**config.mk**
```make
export PLATFORM = sky130hd
export DESIGN_NAME = instruction_encoder
export DESIGN_NICKNAME = d
export VERILOG_FILES = /design/src/rtl/instruction_encoder.sv
export SDC_FILE = /design/constraint.sdc
export NUM_CORES = 1
export LEC_CHECK = 0
export ABC_AREA = 0
export ABC_CLOCK_PERIOD_IN_PS = 2260
export CAP_MARGIN = 30
export CORE_ASPECT_RATIO = 1.4
export CORE_MARGIN = 5
export CORE_UTILIZATION = 40
export DETAILED_ROUTE_END_ITERATION = 8
export GPL_TIMING_DRIVEN = 0
export HOLD_SLACK_MARGIN = 0.1
export PLACE_DENSITY_LB_ADDON = 0.05
export SYNTH_ARGS = -nofsm -noshare
export SYNTH_HDL_FRONTEND = slang
export SYNTH_SLANG_ARGS = --single-unit
```
**constraint.sdc**
```tcl
create_clock -name clk -period 2.26 [get_ports clk]
set_input_delay 0.565 -clock clk [delete_from_list [all_inputs] [get_ports clk]]
set_output_delay 0.565 -clock clk [all_outputs]
set_load 0.1 [all_outputs]
```
**src/rtl/instruction_encoder.sv**
```systemverilog
// ---------------------------------------------------------------------------
// instruction_encoder
//
// Packs field-level instruction descriptions into 16-bit instruction words
// and streams them to an instruction memory (or instruction register) through
// a valid/ready write port with an incrementing word address.
//
// Word layout produced (matches the datapath instruction decoder):
//   opcode[15:13] op[12:11] rn[10:8] rd[7:5] shift[4:3] rm[2:0]
//   imm5 occupies [4:0], imm8 occupies [7:0]; unused bits are zero.
//
// Ports:
//   clk        rising-edge clock
//   reset      asynchronous active-high reset
//   start      one-cycle pulse: clear address/error, begin accepting
//   in_valid   instruction fields valid
//   in_ready   encoder accepts fields this cycle
//   fmt        0=REG, 1=IMM8, 2=IMM5, 3=reserved (rejected)
//   opcode, op, rn, rd, rm, shift, imm   instruction fields
//   out_valid  mem_din/mem_addr valid
//   out_ready  sink accepts the word
//   mem_addr   word address (AW bits)
//   mem_din    encoded instruction word
//   full       LAST_ADDR has been written; accepts resume only after start
//   err        sticky: an instruction was rejected since start/reset
//
// Optional build macro INSTR_ENC_CHECKSUM_EN adds output checksum[15:0],
// the running XOR of every transferred word (cleared by reset and start).
// ---------------------------------------------------------------------------
//
// state    | meaning
// ---------+---------------------------------------------------------------
// S_IDLE   | after reset; waiting for start
// S_ACCEPT | in_ready=1; encode and check incoming fields
// S_WRITE  | out_valid=1; word and address held until out_ready
// S_FULL   | LAST_ADDR written; waiting for start
//
module instruction_encoder #(
    parameter int AW        = 8,
    parameter int LAST_ADDR = (1 << AW) - 1
) (
    input  logic          clk,
    input  logic          reset,
    input  logic          start,
    input  logic          in_valid,
    output logic          in_ready,
    input  logic [1:0]    fmt,
    input  logic [2:0]    opcode,
    input  logic [1:0]    op,
    input  logic [2:0]    rn,
    input  logic [2:0]    rd,
    input  logic [2:0]    rm,
    input  logic [1:0]    shift,
    input  logic [15:0]   imm,
    output logic          out_valid,
    input  logic          out_ready,
    output logic [AW-1:0] mem_addr,
    output logic [15:0]   mem_din,
    output logic          full,
    output logic          err
`ifdef INSTR_ENC_CHECKSUM_EN
    ,
    output logic [15:0]   checksum
`endif
);

    typedef enum logic [1:0] {
        S_IDLE   = 2'd0,
        S_ACCEPT = 2'd1,
        S_WRITE  = 2'd2,
        S_FULL   = 2'd3
    } state_t;

    localparam logic [1:0]    FMT_REG  = 2'd0;
    localparam logic [1:0]    FMT_IMM8 = 2'd1;
    localparam logic [1:0]    FMT_IMM5 = 2'd2;
    localparam logic [AW-1:0] LAST     = AW'(LAST_ADDR);

    state_t state;
    state_t state_next;

    logic [15:0] packed_word;
    logic        reject;
    logic        accept;
    logic        xfer;
    logic        at_last;

    // Field packing and range check. An immediate is accepted only if its
    // upper bits are a pure sign extension of the field's top bit, so the
    // decoder's sign extension reproduces the original value exactly.
    always_comb begin
        packed_word = 16'h0000;
        reject      = 1'b0;
        case (fmt)
            FMT_REG: begin
                packed_word = {opcode, op, rn, rd, shift, rm};
            end
            FMT_IMM8: begin
                packed_word = {opcode, op, rn, imm[7:0]};
                reject      = !((&imm[15:7]) || !(|imm[15:7]));
            end
            FMT_IMM5: begin
                packed_word = {opcode, op, rn, rd, imm[4:0]};
                reject      = !((&imm[15:4]) || !(|imm[15:4]));
            end
            default: begin
                reject = 1'b1;
            end
        endcase
    end

    assign accept  = in_valid & in_ready;
    assign xfer    = out_valid & out_ready;
    assign at_last = (mem_addr == LAST);

    always_ff @(posedge clk or posedge reset) begin
        if (reset) begin
            state <= S_IDLE;
        end else begin
            state <= state_next;
        end
    end

    always_comb begin
        state_next = state;
        in_ready   = 1'b0;
        out_valid  = 1'b0;
        full       = 1'b0;

        case (state)
            S_IDLE: begin
            end
            S_ACCEPT: begin
                in_ready = 1'b1;
                if (in_valid && !reject) begin
                    state_next = S_WRITE;
                end
            end
            S_WRITE: begin
                out_valid = 1'b1;
                if (out_ready) begin
                    state_next = at_last ? S_FULL : S_ACCEPT;
                end
            end
            S_FULL: begin
                full = 1'b1;
            end
            default: begin
                state_next = S_IDLE;
            end
        endcase

        // start overrides everything, including a pending word in S_WRITE
        if (start) begin
            state_next = S_ACCEPT;
        end
    end

    always_ff @(posedge clk or posedge reset) begin
        if (reset) begin
            mem_addr <= '0;
            mem_din  <= 16'h0000;
            err      <= 1'b0;
        end else if (start) begin
            mem_addr <= '0;
            err      <= 1'b0;
        end else begin
            if (accept) begin
                if (reject) begin
                    err <= 1'b1;
                end else begin
                    mem_din <= packed_word;
                end
            end
            // Address stays on LAST when the final word lands; no wrap.
            if (xfer && !at_last) begin
                mem_addr <= mem_addr + 1'b1;
            end
        end
    end

`ifdef INSTR_ENC_CHECKSUM_EN
    always_ff @(posedge clk or posedge reset) begin
        if (reset) begin
            checksum <= 16'h0000;
        end else if (start) begin
            checksum <= 16'h0000;
        end else if (xfer) begin
            checksum <= checksum ^ mem_din;
        end
    end
`endif

endmodule

```
Yosys cells after proc, flatten, opt, wreduce, memory -nomap -nowiden
Cells that the tools add are included.
{"block": "totals", "ff_bits": 27, "out_inout_bits": 28}
{"block": "op_classes", "eq_ne": 8, "mux": 15, "n_bitwise": 4, "n_addsub": 1, "reduce_logical": 22}
{"op": "case mux 16 bit (3 select lines)", "n": 1}
{"op": "2-to-1 mux 8 bit", "n": 2}
{"op": "AND reduction 12 bit", "n": 1}
{"op": "OR reduction 12 bit", "n": 1}
{"op": "AND reduction 9 bit", "n": 1}
{"op": "OR reduction 9 bit", "n": 1}
{"op": "adder 8 x 1 -> 8 bit, second input constant", "n": 1}
{"op": "== test 8 bit, second input constant", "n": 1}
{"op": "2-to-1 mux 2 bit", "n": 4}
{"op": "== test 2 bit, second input constant", "n": 3}
{"op": "zero test 1 bit", "n": 6}
{"op": "2-to-1 mux 1 bit", "n": 6}
{"op": "inequality test 3 bit, second input constant", "n": 2}
{"op": "AND reduction 3 bit", "n": 2}
{"op": "nonzero test 2 bit", "n": 3}
{"op": "== test 2 x 1 -> 1 bit, second input constant", "n": 2}
{"op": "case mux 2 bit (2 select lines)", "n": 1}
{"op": "case mux 1 bit (3 select lines)", "n": 1}
{"op": "nonzero test 3 bit", "n": 1}
{"op": "bitwise AND 1 bit", "n": 2}
{"op": "logical AND 1 bit", "n": 2}
{"op": "zero test 2 bit", "n": 1}
{"op": "logical OR 1 bit", "n": 2}
{"op": "inverter 1 bit", "n": 2}
{"op": "AND reduction 2 bit", "n": 1}

Logic depth before layout (Yosys ltp)
Gate-level depths: netlist (run 1).
{"block": "depth", "ltp_word": 10, "ltp_mapped": 7, "depth_no_buf": 5}

Least setup slack after synthesis (run 1)
OpenSTA, ideal clock, no wires.
{"block": "synth_path", "kind": "input to register", "startpoint": "input port imm[13]", "endpoint": "register mem_din[0]", "path_buffers": 1, "t_arrival_ps": 2413, "setup_slack_ps": -279, "setup_time_ps": 126, "required_ps": 2134, "cell_stages": 6, "path_cell_list": "or4_1 -> o41ai_2 -> a31oi_1 -> a211oi_4 -> buf_8 -> mux2_4"}
{"block": "synth_via", "elab_chain_cells": 7, "word_cells_on_any_way": 13, "cone_classes": "mux: 1; bitwise: 1; reduce/logical: 11"}
{"element": "start: declaration", "line_no": "54", "rtl": "input logic [15:0] imm,"}
{"element": "OR reduction 12 bit / OR reduction 9 bit (equally long branches)", "line_no": "104, 100"}
{"element": "zero test 1 bit (on tied branches)", "line_no": "104, 100"}
{"element": "logical OR 1 bit (on tied branches)", "line_no": "104, 100"}
{"element": "zero test 1 bit (on tied branches)", "line_no": "104, 100"}
{"element": "case mux 1 bit (3 select lines) (*)", "line_no": "94", "rtl": "case (fmt)"}
{"element": "inverter 1 bit (no line) (*)"}
{"element": "AND reduction 3 bit (no line) (*)"}
{"element": "end signal: assignment", "line_no": "172", "rtl": "mem_din <= packed_word;"}
{"element": "end: declaration", "line_no": "58", "rtl": "output logic [15:0] mem_din,"}
Every way passes the cells marked *; elsewhere a longest branch is shown, timed or not.
A chain may end at the register's enable or synchronous reset.

Final worst setup path (run 1)
{"block": "layout_path", "startpoint": "input port imm[5]", "endpoint": "register mem_din[1]"}
{"block": "layout_via", "elab_chain_cells": 7, "word_cells_on_any_way": 8, "cone_classes": "mux: 1; bitwise: 1; reduce/logical: 6"}
{"element": "OR reduction 12 bit", "line_no": "104", "rtl": "reject = !((&imm[15:4]) || !(|imm[15:4]));"}
{"element": "zero test 1 bit", "line_no": "104"}
{"element": "logical OR 1 bit (*)", "line_no": "104"}
{"element": "zero test 1 bit (*)", "line_no": "104"}
{"element": "case mux 1 bit (3 select lines) (*)", "line_no": "94"}
{"element": "inverter 1 bit (no line) (*)"}
{"element": "AND reduction 3 bit (no line) (*)"}
Marks and branches as above.

==> impl_results.md, run 1 <==
- Status: finished with violations
- Failing checks: setup timing
- Buffers on Ports: 63
- Worst r2r path cells: 4
- First-pass GRT wire length: 6710 um
- Syn avg cell area: 10.1 sq um
- Vias in the first global route: 1,561
- GRT Util Overall: 17.6%
- Setup TNS: -0.0453 ns
- Layout cell share with drive strength beyond 1: 24.1%
- Routed vias: 1,384
- Worst clock skew: 0.00656 ns
- Sink Count: 27
- Clock Path Buffers: 2
- Largest net degree at the start of global routing: 21
- Worst hold path type: reg -> reg
- Max-slew violations: 0
- CTS tree: done
- Crit end category: register
- Clk_lat worst skew: 0.27 ns
- Routed wire per std cell: 15.1 um
- Post-CTS Hold Buffers: 0
- Syn Nets: 187
- H-Tree Level Count: 1
- Antenna-violating nets left: 0
- Gp weighted congestion: 0.803
- Die outline height: 82.1 um
- CP Class: in -> reg
- Seq/Total Area, Yosys: 45.5%
- Die Wd: 61.5 um
- Synth Instances: 147
- RSZ-0062 raised after global routing: true
- WP data required: 2.43 ns
- Maxcap violations: 0
- Hold path cells: 1
- GRT overflow: 0
- Drt first-iter violations: 40
- IO Count: 67
- Final period utilization: 101%
- Slew margin rel.: 35.2%
- CP Max Fanout: 6
- Post-route setup slack: -0.0237 ns
- Drc violations: 0
- Drt first pass iters: 4
- Critical Path AT: 2.45 ns
- Avg Vias per Cell: 5.13
- Initial antenna violation count: 0
- Placed insts: 253
- Post-Route WL: 4080 um
- Max VDD drop: 0.000677 V
- Leakage power: 1.16 nW
- Std-Cell Rows: 26
- Seq cells post-synth: 27
- Core region area: 3610 sq um
- Unique masters post-synth: 33
- FMAX: 438 MHz
- Power density over cell area: 827 nW/um^2
- Final setup viols: 2
- Clock-pin slew on the worst setup and hold paths: 0.10 ns
- Ys async rst share: 100%
- Syn-to-layout area delta: 63.5%
- Non-filler instance count after layout: 270
- TritonCTS buffer count: 3
- Synthesized cell area: 1490 sq um
- Die area: 5050 sq um
- Post-layout nets: 269
- CP Launch Type: primary input
- Antenna cell count: 0
- Final hold vios: 0
- Post-route minimum period: 2.28 ns
- HPWL Detailed: 3180 um
- Post-synth top flop: dfrtp_1
- Worst hold margin: 0.519 ns
- Post-synth EDFFs: 0
- Overall power: 2.01 mW
- Slew @ Worst Pin: 0.976 ns
- Synth warn: 0
- Root buffer cell: clkbuf_8
- Initial core utilization: 41.1%
[power by group]
| group | switching (mW) | internal (mW) |
|---|---|---|
| clock | 0.156 | 0.125 |
| sequential | 0.0495 | 0.573 |
| combinational | 0.849 | 0.257 |
| total | 1.05 | 0.955 |
[repair_timing]
item                                    4_1_cts  5_1_grt
endpoints found under the setup margin       44       16
buffers inserted                              9        4
resized for setup                            86       11
pin swaps                                     5        3
[routing by layer]
| metal | wire, um | up-vias | track usage (%) |
|---|---|---|---|
| li1 | - | 674 | - |
| met3 | 251 | 4 | 4.04 |
| met5 | 0 | - | 0 |
| met1 | 1490 | 671 | 18.6 |
| met2 | 2290 | 35 | 33.4 |
| met4 | 51 | 0 | 4.67 |
[synthesized netlist by cell type, types with 2 or more instances]
cell	number	area [sq um]
a21oi_1	2	10.0
a31oi_1	2	12.5
and3_1	2	12.5
clkbuf_1	4	15.0
dfrtp_1	27	676
inv_1	13	48.8
mux2_2	7	78.8
mux2_4	2	30.0
mux2i_1	13	130
nand2_1	18	67.6
nand3b_1	3	22.5
nand4_1	2	12.5
nor2_1	10	37.5
nor2b_1	4	25.0
nor3_1	2	10.0
o2111ai_1	3	26.3
o21ai_0	10	50.1
or4_1	3	22.5
xor2_1	6	52.6
[registers in the layout, indices dropped and copies added, names as in the netlist]
register and flops:
err 1, state 2, mem_din 16, mem_addr 8
[worst paths after layout]
path	to	slack, ns	startpoint
worst min register to register	mem_din[2]	0.52	mem_din[2]
worst max register to register	mem_addr[0]	0.37	mem_addr[0]
min in group asynchronous	mem_addr[2]	0.60	reset
worst max-delay path	mem_din[1]	-0.02	imm[5]
max in group asynchronous	mem_addr[4]	1.22	reset
worst min-delay path	mem_din[2]	0.52	mem_din[2]
[through the flow]
step                worst slack, ns  utilization [%]  cell area, sq um
floorplan                    -0.194                -              1500
global placement             -0.795             60.6              2190
detailed placement           -0.840             61.3              2210
CTS                         -0.0738             65.4              2360
global route                -0.0594             67.3              2430
finish                      -0.0237             67.3              2430
[area by class of cell]
class | count | area, sq um
tap | 42 | 52.6
inverter | 13 | 48.8
fill | 316 | 1180
clock buffer | 3 | 41.3
sequential | 27 | 682
multi-input combinational | 101 | 800
buffer | 6 | 50.0
clock inverter | 1 | 7.51
timing repair buffer | 77 | 747
[cell usage in the layout, fill, tap and decap left out, drive strengths merged, types with 3 or more instances in the layout]
cell type      count
or4                3
mux2               9
nand3b             3
clkdlybuf4s50     24
o2111ai            3
clkdlybuf4s15      5
nor2b              4
nand2             18
dfrtp             27
nor2              10
buf               23
mux2i             13
clkbuf             8
o21ai             10
xor2               6
dlygate4sd2       26
inv               13
[cells by family after synthesis]
kind of cell	after synthesis	synth area share [%]
XOR/XNOR	6	3.54
adder cells (fa/ha/maj)	1	0.842
AO/OA/AOI/OAI	24	11.8
AND/OR/NAND/NOR	48	16.2
flip-flops	27	45.5
multiplexers	22	16.1
buffers and inverters	19	6.07
[worst max-delay path, stage by stage]
cell and delay, ns:
buf_6 0.09, or4_4 0.54, o41ai_4 0.40, a31oi_4 0.08, a211oi_4 0.18, buf_6 0.16
buf_8 0.14, mux2_4 0.30
Note: power is estimated with default switching activity, not from simulation.
==> run 2, diff against run 1 <==
--- a/config.mk
+++ b/config.mk
@@ -10,7 +10,7 @@
 export CAP_MARGIN = 30
 export CORE_ASPECT_RATIO = 1.4
 export CORE_MARGIN = 5
-export CORE_UTILIZATION = 40
+export CORE_UTILIZATION = 35
 export DETAILED_ROUTE_END_ITERATION = 8
 export GPL_TIMING_DRIVEN = 0
 export HOLD_SLACK_MARGIN = 0.1
==> run 2 against run 1 <==
Compared with the run above:
- the run still ends with setup timing left
- cell area shrank 2.0%
- core utilization shrank 10 points
- count of clock-buffer cells in the layout is the same
- wire length shrank 2.1%
- non-clock buffer count shrank 3
- via count shrank 2.0%
- combinational power is essentially flat
- critical path depth shrank 1
- flip-flop and latch count is the same
- final cell count is the same
- setup slack gained 0.0025 ns
- highest routed layer unchanged
==> impl_results.md, run 2 (synthesized netlist as in run 1, its figures left out) <==
- Avg Vias per Cell: 5.03 (was 5.13)
- First-pass GRT wire length: 6450 um (was 6710 um)
- RSZ-0062 raised after global routing: true (unchanged)
- Post-route minimum period: 2.28 ns (about the same)
- IO Count: 67 (unchanged)
- Max reg flops: 16 (unchanged)
- Vias in the first global route: 1,424 (was 1,561)
- Largest net degree at the start of global routing: 22 (was 21)
- Drt first pass iters: 4 (unchanged)
- CP Launch Type: primary input (unchanged)
- Drc violations: 0 (unchanged)
- Routed vias: 1,357 (was 1,384)
- Failing checks: setup timing (unchanged)
- WP data required: 2.42 ns (was 2.43 ns)
- FMAX: 438 MHz (about the same)
- Pre-CTS setup slack: -0.825 ns (was -0.840 ns)
- HPWL Detailed: 3060 um (was 3180 um)
- Post-layout nets: 266 (was 269)
- Max VDD drop: 0.000501 V (was 0.000677 V)
- Final core utilization: 57.1% (was 67.3%)
- Buffers on Ports: 63 (unchanged)
- Overall power: 2.01 mW (about the same)
- Syn-to-layout area delta: 60.3% (was 63.5%)
- Commonest non-fill, non-tap cell in the layout: dlygate4sd2_1 (unchanged)
- Antenna cell count: 0 (unchanged)
- Max-slew violations: 0 (unchanged)
- Sink Count: 27 (unchanged)
- H-Tree Level Count: 1 (unchanged)
- TritonCTS buffer count: 3 (unchanged)
- Slew @ Worst Pin: 1.01 ns (was 0.976 ns)
- Drt first-iter violations: 59 (was 40)
- Initial core utilization: 35.6% (was 41.1%)
- Biggest regs: mem_din x16, mem_addr x8, state x2 (unchanged)
- Post-route setup slack: -0.0212 ns (was -0.0237 ns)
- Layout cell share with drive strength beyond 1: 24.0% (was 24.1%)
- Most frequent cells in the layout: dlygate4sd2_1 (25), clkdlybuf4s50_1 (24), dfrtp_1 (22), nand2_1 (18) (was dlygate4sd2_1 (26), clkdlybuf4s50_1 (24), dfrtp_1 (22), nand2_1 (18))
- Worst hold path type: reg -> reg (unchanged)
- Clock-pin slew on the worst setup and hold paths: 0.10 ns (about the same)
- Worst clock skew: 0.00557 ns (was 0.00656 ns)
- Die area: 5660 sq um (was 5050 sq um)
- Post-Route WL: 4000 um (was 4080 um)
- CP Class: in -> reg (unchanged)
- Crit end category: register (unchanged)
- Root buffer cell: clkbuf_8 (unchanged)
- Slew margin rel.: 33.2% (was 35.2%)
- Post-CTS Hold Buffers: 0 (unchanged)
- Setup TNS: -0.0802 ns (was -0.0453 ns)
- Die outline height: 87.1 um (was 82.1 um)
- CP Max Fanout: 4 (was 6)
- Maxcap violations: 0 (unchanged)
- Antenna-violating nets left: 0 (unchanged)
- Core region area: 4170 sq um (was 3610 sq um)
- Final period utilization: 101% (about the same)
- Final setup viols: 5 (was 2)
- Gp weighted congestion: 0.733 (was 0.803)
- GRT Util Overall: 14.3% (was 17.6%)
- Die Wd: 65.1 um (was 61.5 um)
- Power density over cell area: 843 nW/um^2 (was 827 nW/um^2)
- Clk_lat worst skew: 0.27 ns (about the same)
- Status: finished with violations (unchanged)
- Std-Cell Rows: 28 (was 26)
- Leakage power: 1.14 nW (was 1.16 nW)
- Routed wire per std cell: 14.8 um (was 15.1 um)
- GRT overflow: 0 (unchanged)
- Critical Path AT: 2.44 ns (was 2.45 ns)
- CTS tree: done (unchanged)
- Final hold vios: 0 (unchanged)
- Initial antenna violation count: 0 (unchanged)
- Largest register by flop count: mem_din (unchanged)
- Clock Path Buffers: 2 (unchanged)
- Worst hold margin: 0.512 ns (was 0.519 ns)
==> run 2: routing by layer <==
metal / GRT usage (%) / wire length, um / up-vias
met5: 0 / 0 / -
met4: 4.91 / 104 / 0
met3: 2.20 / 162 / 10
met2: 26.7 / 2140 / 39
met1: 16.4 / 1600 / 640
li1: - / - / 668
==> run 2: timing repair <==
action                     4_1_cts  5_1_grt
gates cloned                     0        0
pin swaps                        5        4
resized for setup               81       15
setup endpoints to repair       44       15
setup buffers                    7        3
==> run 2: worst max-delay path, stage by stage <==
cell	delay (ns)
buf_6	0.09
or4_4	0.54
o41ai_4	0.36
a31oi_2	0.10
a211oi_4	0.30
buf_6	0.18
mux2_4	0.30
==> run 2: power breakdown <==
part           internal (mW)  total, mW  switching (mW)  leakage [nW]
registers              0.573      0.625          0.0519         0.331
clock network          0.125      0.285           0.160        0.0217
logic                  0.253       1.10           0.843         0.784
total                  0.952       2.01            1.05          1.14
==> run 2: worst paths after layout <==
path,from,endpoint,slack (ns),cells past startpoint
worst max-delay path,imm[5],mem_din[5],-0.02,7
worst min-delay path,mem_din[6],mem_din[6],0.51,1
worst max register to register,mem_addr[0],mem_addr[0],0.37,4
worst min register to register,mem_din[6],mem_din[6],0.51,1
max in group asynchronous,reset,mem_addr[0],1.28,3
min in group asynchronous,reset,mem_din[10],0.54,2
==> run 2: final cells by class <==
class / count / area [sq um]
Fill cell: 393 / 1790
Multi-Input combinational cell: 101 / 791
Tap cell: 45 / 56.3
Clock buffer: 3 / 41.3
Sequential cell: 27 / 682
Buffer: 6 / 50.0
Timing Repair Buffer: 74 / 704
Clock inverter: 1 / 7.51
Inverter: 13 / 48.8
==> run 2: per-stage QoR <==
stage          instance area (sq um)  std cells
2_1_floorplan                   1500        147
3_3_place_gp                    2190        255
3_5_place_dp                    2220        256
4_1_cts                         2340        267
5_1_grt                         2380        270
6_report                        2380        270
==> run 3, diff against run 2 <==
--- a/config.mk
+++ b/config.mk
@@ -10,7 +10,7 @@
 export CAP_MARGIN = 30
 export CORE_ASPECT_RATIO = 1.4
 export CORE_MARGIN = 5
-export CORE_UTILIZATION = 35
+export CORE_UTILIZATION = 41
 export DETAILED_ROUTE_END_ITERATION = 8
 export GPL_TIMING_DRIVEN = 0
 export HOLD_SLACK_MARGIN = 0.1
==> run 3 against run 2 <==
Compared with the run above:
- the run still ends with setup timing left
- critical path depth unchanged
- flip-flop and latch count unchanged
- via count barely moved
- die area down 13%
- hold slack improved by 0.0014 ns
- count of clock-buffer cells in the layout unchanged
- register-to-register slack about the same
==> impl_results.md, run 3 (synthesized netlist as in run 1, its figures left out) <==
- Final period utilization: 101% (about the same)
- Failing checks: setup timing (unchanged)
- Vias in the first global route: 1,444 (was 1,424)
- Clock Path Buffers: 2 (unchanged)
- Avg Vias per Cell: 5.12 (was 5.03)
- Die area: 4940 sq um (was 5660 sq um)
- CP Launch Type: primary input (unchanged)
- Leakage power: 1.12 nW (was 1.14 nW)
- Power density over cell area: 855 nW/um^2 (was 843 nW/um^2)
- RSZ-0062 raised after global routing: true (unchanged)
- Initial core utilization: 41.5% (was 35.6%)
- Root buffer cell: clkbuf_8 (unchanged)
- Antenna-violating nets left: 0 (unchanged)
- Routed wire per std cell: 14.7 um (was 14.8 um)
- Hold Crit Start: mem_din[4] (was mem_din[6])
- FF-to-FF End: mem_addr[0] (unchanged)
- CP Max Fanout: 6 (was 4)
- WP data required: 2.43 ns (was 2.42 ns)
- Worst r2r path cells: 4 (unchanged)
- Clock-pin slew on the worst setup and hold paths: 0.10 ns (about the same)
- Most frequent cells in the layout: dlygate4sd2_1 (25), clkdlybuf4s50_1 (24), dfrtp_1 (22), nand2_1 (18), inv_1 (13) (was dlygate4sd2_1 (25), clkdlybuf4s50_1 (24), dfrtp_1 (22), nand2_1 (18))
- Hold path cells: 1 (unchanged)
- # fillers: 341 (was 393)
- CTS tree: done (unchanged)
- Layout cell share with drive strength beyond 1: 23.3% (was 24.0%)
- Max VDD drop: 0.000757 V (was 0.000501 V)
- Area occupied by multi-input gates: 785 sq um (was 791 sq um)
- CP Class: in -> reg (unchanged)
- Reg2reg setup slack: 0.36 ns (was 0.37 ns)
- Buffers on Ports: 63 (unchanged)
- Drc violations: 0 (unchanged)
- First-pass GRT wire length: 6830 um (was 6450 um)
- Worst hold path type: reg -> reg (unchanged)
- Placed insts: 253 (was 256)
- Post-route minimum period: 2.28 ns (about the same)
- H-Tree Level Count: 1 (unchanged)
- TritonCTS buffer count: 3 (unchanged)
- Die outline height: 81.2 um (was 87.1 um)
- Max-slew violations: 0 (unchanged)
- Critical Path AT: 2.45 ns (was 2.44 ns)
- Initial antenna violation count: 0 (unchanged)
- Biggest regs: mem_din x16, mem_addr x8, state x2 (unchanged)
- Die Wd: 60.9 um (was 65.1 um)
- HPWL Detailed: 3070 um (was 3060 um)
- Non-filler instance count after layout: 265 (was 270)
- Post-route setup slack: -0.0190 ns (was -0.0212 ns)
- Worst clock skew: 0.00654 ns (was 0.00557 ns)
- Status: finished with violations (unchanged)
- FMAX: 439 MHz (was 438 MHz)
- Post-layout nets: 264 (was 266)
- Slowest CP cell: or4_4 (unchanged)
- Maxcap violations: 0 (unchanged)
- Sink Count: 27 (unchanged)
- Slew @ Worst Pin: 0.983 ns (was 1.01 ns)
- Syn-to-layout area delta: 57.3% (was 60.3%)
- Antenna cell count: 0 (unchanged)
- Final core utilization: 65.3% (was 57.1%)
- Commonest non-fill, non-tap cell in the layout: dlygate4sd2_1 (unchanged)
- Drt first pass iters: 4 (unchanged)
- Routed vias: 1,356 (was 1,357)
- Final hold vios: 0 (unchanged)
- Final setup viols: 9 (was 5)
- Slew margin rel.: 34.7% (was 33.2%)
- GRT overflow: 0 (unchanged)
- Largest register by flop count: mem_din (unchanged)
- Gp weighted congestion: 0.819 (was 0.733)
- Critical Path Max Stage Delay: 0.54 ns (about the same)
- Largest net degree at the start of global routing: 19 (was 22)
- Critical R2R Launch: mem_addr[0] (unchanged)
- Post-Route WL: 3890 um (was 4000 um)
- Min-Delay Endpoint: mem_din[4] (was mem_din[6])
- Overall power: 2.00 mW (was 2.01 mW)
- Critical-path cell list: buf_6 -> or4_4 -> o41ai_4 -> a31oi_2 -> a211oi_4 -> buf_8 -> mux2_4 (was buf_6 -> or4_4 -> o41ai_4 -> a31oi_2 -> a211oi_4 -> buf_6 -> mux2_4)
- Std-Cell Rows: 26 (was 28)
- Post-CTS Hold Buffers: 0 (unchanged)
- Core region area: 3580 sq um (was 4170 sq um)
- IO Count: 67 (unchanged)
- Drt first-iter violations: 57 (was 59)
- GRT Util Overall: 18.1% (was 14.3%)
- Crit end category: register (unchanged)
- Max reg flops: 16 (unchanged)
- Clk_lat worst skew: 0.28 ns (was 0.27 ns)
- Reg area: 682 sq um (unchanged)
-- run 3: changes by cell type in the layout (fill, tap and decap cells not counted), sizes merged --
cell	delta
clkbuf	+2
buf	-4
-- run 3: stage by stage --
stage               area [sq um]  hold WS, ns  setup WS, ns  TNS [ns]
floorplan                   1500        0.587        -0.194    -0.994
global placement            2190        0.491        -0.772    -10.76
detailed placement          2210        0.497        -0.798    -11.76
CTS                         2340        0.516       -0.0147   -0.0571
global route                2340        0.541       -0.0728    -0.850
finish                      2340        0.514       -0.0190    -0.126
-- run 3: what timing repair did --
action                                  in CTS  in global routing
resized for setup                           81                  8
pin swaps                                    5                  3
endpoints found under the setup margin      44                 17
buffers inserted                             7                  1
-- run 3: per-layer routing --
metal / part of all wire, % / global-route usage, %
met1: 38 / 21.2
met2: 55 / 31.7
met3: 4.9 / 3.82
met4: 2.1 / 6.72
met5: 0 / 0
-- run 3: critical path, delay by kind of cell --
family,cells,cell delay (ns)
compound gates,3,0.78
simple gates,1,0.54
mux,1,0.30
buf+inv,2,0.26
-- run 3: area by class of cell --
cell class | count | area share, %
multi-input combinational | 101 | 33.6
sequential | 27 | 29.2
buffer | 6 | 2.14
clock buffer | 3 | 1.77
timing repair buffer | 72 | 28.7
tap | 42 | 2.25
clock inverter | 1 | 0.321
inverter | 13 | 2.09
-- run 3: power breakdown --
group / total, mW / switching (mW) / leakage [nW] / internal (mW)
sequential: 0.622 / 0.0490 / 0.331 / 0.573
clock: 0.284 / 0.159 / 0.0217 / 0.125
combinational: 1.09 / 0.840 / 0.764 / 0.250
-- run 3: how the worst max path moves through the flow --
stage	start	end	slack, ns	depth (start not counted)
3_3_place_gp	imm[13]	mem_din[0]	-0.77	7
3_5_place_dp	imm[13]	mem_din[1]	-0.80	7
4_1_cts	imm[5]	mem_din[4]	-0.01	7
6_report	imm[5]	mem_din[0]	-0.02	7
5_1_grt	imm[5]	mem_din[11]	-0.07	8
2_1_floorplan	imm[13]	mem_din[0]	-0.19	6
